### src/rtl/ctrl_pipe_regi.sv
// Control-bundle pipeline: DEPTH registered stages with valid bits, per-stage flush/hold,
// backward stall propagation and bubble collapse. Define PIPE_PERF_CNT_EN for stall/flush counters.
module ctrl_pipe_regi #(
  parameter int unsigned WIDTH         = 8,
  parameter int unsigned DEPTH         = 3,
  parameter int unsigned ZERO_ON_FLUSH = 1
`ifdef PIPE_PERF_CNT_EN
  ,
  parameter int unsigned CNT_W         = 16
`endif
) (
  input  logic             clock,
  input  logic             reset,
  input  logic [WIDTH-1:0] in_data,
  input  logic             in_valid,
  output logic             in_ready,
  input  logic [DEPTH-1:0] hold,
  input  logic [DEPTH-1:0] flush,
  output logic [WIDTH-1:0] out_data,
  output logic             out_valid,
  output logic [DEPTH-1:0] stage_valid
`ifdef PIPE_PERF_CNT_EN
  ,
  output logic [CNT_W-1:0] stall_cnt,
  output logic [CNT_W-1:0] flush_cnt
`endif
);

  logic [WIDTH-1:0] data_q [DEPTH];
  logic [WIDTH-1:0] data_d [DEPTH];
  logic [DEPTH-1:0] valid_q;
  logic [DEPTH-1:0] valid_d;
  logic [DEPTH-1:0] hold_eff;

  // Stall walks upstream only through stages holding a valid entry; bubbles absorb it.
  always_comb begin
    logic chain;
    chain    = 1'b0;
    hold_eff = '0;
    for (int k = int'(DEPTH) - 1; k >= 0; k--) begin
      chain       = hold[k] | (chain & valid_q[k]);
      hold_eff[k] = chain;
    end
  end

  // Per-stage next state: flush beats hold beats load.
  always_comb begin
    data_d  = data_q;
    valid_d = valid_q;
    if (flush[0]) begin
      valid_d[0] = 1'b0;
      if (ZERO_ON_FLUSH != 0) data_d[0] = '0;
    end else if (!hold_eff[0]) begin
      data_d[0]  = in_data;
      valid_d[0] = in_valid;
    end
    for (int unsigned k = 1; k < DEPTH; k++) begin
      if (flush[k]) begin
        valid_d[k] = 1'b0;
        if (ZERO_ON_FLUSH != 0) data_d[k] = '0;
      end else if (!hold_eff[k]) begin
        data_d[k]  = data_q[k-1];
        valid_d[k] = valid_q[k-1] & ~hold_eff[k-1];
      end
    end
  end

  always_ff @(posedge clock or negedge reset) begin
    if (!reset) begin
      for (int unsigned k = 0; k < DEPTH; k++) data_q[k] <= '0;
      valid_q <= '0;
    end else begin
      data_q  <= data_d;
      valid_q <= valid_d;
    end
  end

  assign in_ready    = ~hold_eff[0];
  assign out_data    = data_q[DEPTH-1];
  assign out_valid   = valid_q[DEPTH-1];
  assign stage_valid = valid_q;

`ifdef PIPE_PERF_CNT_EN
  logic [CNT_W-1:0] stall_cnt_q, stall_cnt_d;
  logic [CNT_W-1:0] flush_cnt_q, flush_cnt_d;

  // Saturating event counters; one flush event per edge regardless of stages killed.
  always_comb begin
    stall_cnt_d = stall_cnt_q;
    flush_cnt_d = flush_cnt_q;
    if (in_valid && !in_ready && (stall_cnt_q != '1)) stall_cnt_d = stall_cnt_q + CNT_W'(1);
    if ((|(flush & valid_q)) && (flush_cnt_q != '1)) flush_cnt_d = flush_cnt_q + CNT_W'(1);
  end

  always_ff @(posedge clock or negedge reset) begin
    if (!reset) begin
      stall_cnt_q <= '0;
      flush_cnt_q <= '0;
    end else begin
      stall_cnt_q <= stall_cnt_d;
      flush_cnt_q <= flush_cnt_d;
    end
  end

  assign stall_cnt = stall_cnt_q;
  assign flush_cnt = flush_cnt_q;
`endif

endmodule

### config.mk
export PLATFORM = sky130hd
export DESIGN_NAME = ctrl_pipe_regi
export DESIGN_NICKNAME = d
export VERILOG_FILES = /design/src/rtl/ctrl_pipe_regi.sv
export SDC_FILE = /design/constraint.sdc
export NUM_CORES = 1
export LEC_CHECK = 0
export ABC_AREA = 1
export CAP_MARGIN = 30
export CORE_ASPECT_RATIO = 1.25
export CORE_MARGIN = 3
export CORE_UTILIZATION = 43
export DETAILED_ROUTE_END_ITERATION = 16
export GPL_TIMING_DRIVEN = 0
export PLACE_DENSITY = 0.78
export SETUP_SLACK_MARGIN = 0.3
export SKIP_LAST_GASP = 1
export SYNTH_ARGS = -nofsm -noshare
export SYNTH_HDL_FRONTEND = slang
export SYNTH_SLANG_ARGS = --single-unit
### constraint.sdc
create_clock -name clock -period 1.26 [get_ports clock]
set_clock_uncertainty 0.2 [all_clocks]
set_input_delay 0.252 -clock clock [delete_from_list [all_inputs] [get_ports clock]]
set_output_delay 0.252 -clock clock [all_outputs]
set_load 0.01 [all_outputs]
==> reports/metrics.sh, run 1 <==
STATUS='complete, but fails checks'
VIOLATIONS_IN_THE_FINAL_REPORTS='hold timing, setup timing'
FINAL_REPLACE_WEIGHTED_CONGESTION=0.738
YOSYS-MUX-AREA-FRACTION=0
ROUTEDWLPERCELL_UM=13.5
FILLCELLCOUNT=196
MOST-COMMON-LAYOUT-CELLS='sky130_fd_sc_hd__buf_6 (35), sky130_fd_sc_hd__dfrtp_1 (26), sky130_fd_sc_hd__nand2_1 (21)'
DRV_CAP=0
CLOCK_TREE.ROOT_CELL='sky130_fd_sc_hd__clkbuf_4'
PATH_CLASS='flip-flop to output port'
TRITONCTS='yes'
PATH_CLK_SLEW_NS=0.13
ROUTED_WIRE_LENGTH_MM=3.03
PLACE.DETAILED.INSTANCES=198
WORST_PATH_MAX_STAGE_DELAY_NS=0.41
CRITPATHARRIVALTIME_NS=1.14
LAYOUT_COMMONEST_CELL='sky130_fd_sc_hd__buf_6'
HOLD_SLACK_NS=-0.193
CTS.SINKS=27
DRC_ERRORS=0
INITIAL_ANTENNA_VIOLATION_COUNT=0
MIN_PERIOD_NS=1.59
CLOCK_LATENCY_NS=0.33
WORSTREG2REGEND='data_q[12]'
DIEHEIGHT_UM=65.6
CRITICAL_PATH.STARTPOINT='stage_valid[1]'
DPL_CELL_AREA_SQ_UM=1610
TIMING.FINAL.MAX_SLEW_VIOLATIONS=0
CRITPATHMOSTFREQUENTCELL='sky130_fd_sc_hd__nand2_8'
POST-PLACE-WS_NS=-0.870
FINAL_NETS=208
POWER.DENSITY_nW_PER_UM2=814
ANT_NETS=0
FIN_CRIT_SH=1.27
CTSLONGESTPATHBUFFERS=2
MAX_SLEW.WORST_PIN.SLEW_NS=0.553
FINALNONFILLERCELLS=224
SYNTHESIS.YOSYS.WARNINGS=0
HTREE_NUM_LEVELS=1
DRT_ITER0_DRC=22
SYNTH_COMPOUND_AREA_FRAC=0.0430
FINAL_CORE_UTIL=0.752
SYNTH_ADDER_AREA_SHARE=0
POSTSYNTHCELLCOUNT=134
WORST_IR_DROP_VDD_V=0.000801
CRIT_PATH_TOP_DELAY_CELL='sky130_fd_sc_hd__dfrtp_1'
CRIT_PATH_END_KIND='output port'
FMAXACHIEVABLE_MHz=627
SHARE_CLK_OF_TOTAL_POWER=0.227
SETUP_SLACK_NS=-0.334
TRITONCTS.NUM_BUFFERS=3
SYNTH_CELL_TYPE_COUNT=16
DIE-WIDTH_UM=53.7
FIN_SETUP_TNS_NS=-4.75
SYNTHXORXNORAREAFRAC=0
SYNTH_TOP_FAMILY_BY_AREA='simple AND/OR/NAND/NOR gates'
CP_CELL_SEQUENCE='nand2_2 -> nand2_4 -> nand2_8 -> nand2_8 -> clkinv_4 -> buf_6'
FLOORPLAN.INITIALDENSITY=0.451
FINAL_HOLD_VIOL_COUNT=9
IOPINCOUNT=30
SWSHARE=0.269
HPWL_MM=1.82
RSZ0062_AT_GRT='true'
SYNTH_SEQ_CELLS=27
FP.COREAREA_SQ_UM=2710
SIMPLE_LOGIC_CELL_FRACTION_OF_THE_SYNTHESIZED_AREA=0.295
LARGEST_NET_DEGREE_AT_THE_START_OF_GLOBAL_ROUTING=19
WORSTSETUPSTARTPOINTTYPE='flip-flop'
DRTPASS1ITERATIONS=3
SETUP_VIOL=32
STDCELL_AREA_SQ_UM=2040
SWITCHING_COMPONENT_OF_THE_POWER_uW=445
SYNTHESIS.AREA_PER_INSTANCE_SQ_UM=9.11
YS_SEQ_AREA_FRAC=0.553
IO_BUFFER_COUNT=29
GRTUSAGETOTAL=0.172
GRT_REMAINING_OVERFLOW=0
POWER.TOTAL_mW=1.66
ENDPOINT='in_ready'
AREA_GROWTH_SYN_TO_LAYOUT_PCT=66.7
CELL_INTERNAL_PWR_mW=1.21
CRIT_PATH_MAX_FANOUT=2
N_ANTENNA_CELL=0
POST_DRT_VIA_CELL_RATIO=5.04
POWER_LEAKAGE_nW=0.981
POWER_FRAC_SEQ=0.562
FIRST_GLOBAL_VIAS=1084
SYNTHESIS.AREA_SQ_UM=1220
CRIT-REG2REG-LAUNCH='stage_valid[1]'
COMB_POWER_SHARE=0.211
WORST_SLEW_MARGIN_REL=0.632
MAPPEDNETLISTNETS=151
DRIVE_ABOVE_1_SHARE=0.463
WORST-R2R-CELL-COUNT=7
DIE_AREA_SQ_UM=3520
REG2REG_SETUP_SLACK_NS=-0.23
FP-ROW-COUNT=21
NUM_VIAS=1130
CP.REQUIRED_NS=0.81
GRT_PASS1_WL_MM=4.47
WORSTHOLDPATHTYPE='input port to async pin'
-- registers in the layout, summed over array words and instances (netlist names) --
signal / cells
data_q: 16
out_data: 8
stage_valid: 3
-- timing repair --
item	4_1_cts	5_1_grt
endpoints found under the setup margin	42	39
buffers inserted	12	8
pin swaps	8	14
gates resized for setup	95	32
endpoints found under the hold margin	9	9
cloned	0	2
-- layout make-up --
type	instances	area, sq um	area share
sequential	27	677	0.333
clock buffer	3	22.5	0.0111
timing repair buffer	52	558	0.274
multi-input combinational	84	534	0.262
clock inverter	1	7.51	0.00369
inverter	9	48.8	0.0240
buffer	14	145	0.0713
tap	34	42.5	0.0209
-- how the worst min path moves through the flow --
| stage | start | to | slack, ns | cells after the start |
|---|---|---|---|---|
| floorplan | reset | data_q[10] | -0.24 | 0 |
| detailed placement | data_q[17] | data_q[17] | 0.29 | 2 |
| global route | reset | out_data[5] | -0.17 | 1 |
| global placement | data_q[17] | data_q[9] | 0.28 | 2 |
| CTS | reset | out_data[5] | -0.19 | 1 |
| finish | reset | out_data[5] | -0.19 | 1 |
-- worst max-delay path, delay by kind of cell, from the launching register on --
family	cells	cell delay (ns)
simple gates	4	0.29
flops	1	0.41
buf+inv	2	0.12
-- synthesized netlist by cell type --
master                     count  share of area
sky130_fd_sc_hd__buf_4         9          0.055
sky130_fd_sc_hd__o21ai_1       1         0.0041
sky130_fd_sc_hd__nand2_4       3          0.028
sky130_fd_sc_hd__o31ai_1       1         0.0061
sky130_fd_sc_hd__dfrtp_1      27           0.55
sky130_fd_sc_hd__nand2_2       1         0.0051
sky130_fd_sc_hd__clkinv_1      2         0.0061
sky130_fd_sc_hd__nand4_1       9          0.046
sky130_fd_sc_hd__nor2_1        8          0.025
sky130_fd_sc_hd__o21ai_0       4          0.016
sky130_fd_sc_hd__nand2_1      25          0.077
sky130_fd_sc_hd__inv_1         7          0.022
sky130_fd_sc_hd__buf_2         4          0.016
sky130_fd_sc_hd__a21oi_1       4          0.016
sky130_fd_sc_hd__nand3_1      28           0.11
sky130_fd_sc_hd__buf_6         1         0.0092
-- power groups by stage --
stage	logic [mW]	clock network [mW]	registers, mW
3_5_place_dp	0.244	0	0.940
6_report	0.350	0.377	0.930
3_3_place_gp	0.227	0	0.939
4_1_cts	0.288	0.384	0.929
2_1_floorplan	0.116	0	0.937
5_1_grt	0.378	0.428	0.935
-- layer usage --
metal | global-route usage | share of wire
met1 | 0.177 | 0.35
met3 | 0.0204 | 0.043
met2 | 0.335 | 0.60
met5 | 0 | 0
met4 | 0.0575 | 0.0076
-- kinds of logic (layout without fill, tap and decap cells) --
| logic type | count (synthesis) | count (layout) |
|---|---|---|
| compound gates | 10 | 10 |
| flops | 27 | 27 |
| simple gates | 74 | 74 |
| buf+inv | 23 | 79 |
Power figures use the tool's default switching activity.
==> run 2: changes to the inputs <==
SLEW_MARGIN = 0   (was default)
==> results of run 2 <==
The final DEF is identical to that of run 1; final timing and power are the same.
==> run 3: changes to the inputs <==
ABC_CLOCK_PERIOD_IN_PS = 1260   (was default)
==> results of run 3 <==
The final DEF is identical to that of run 1; final timing and power are the same.
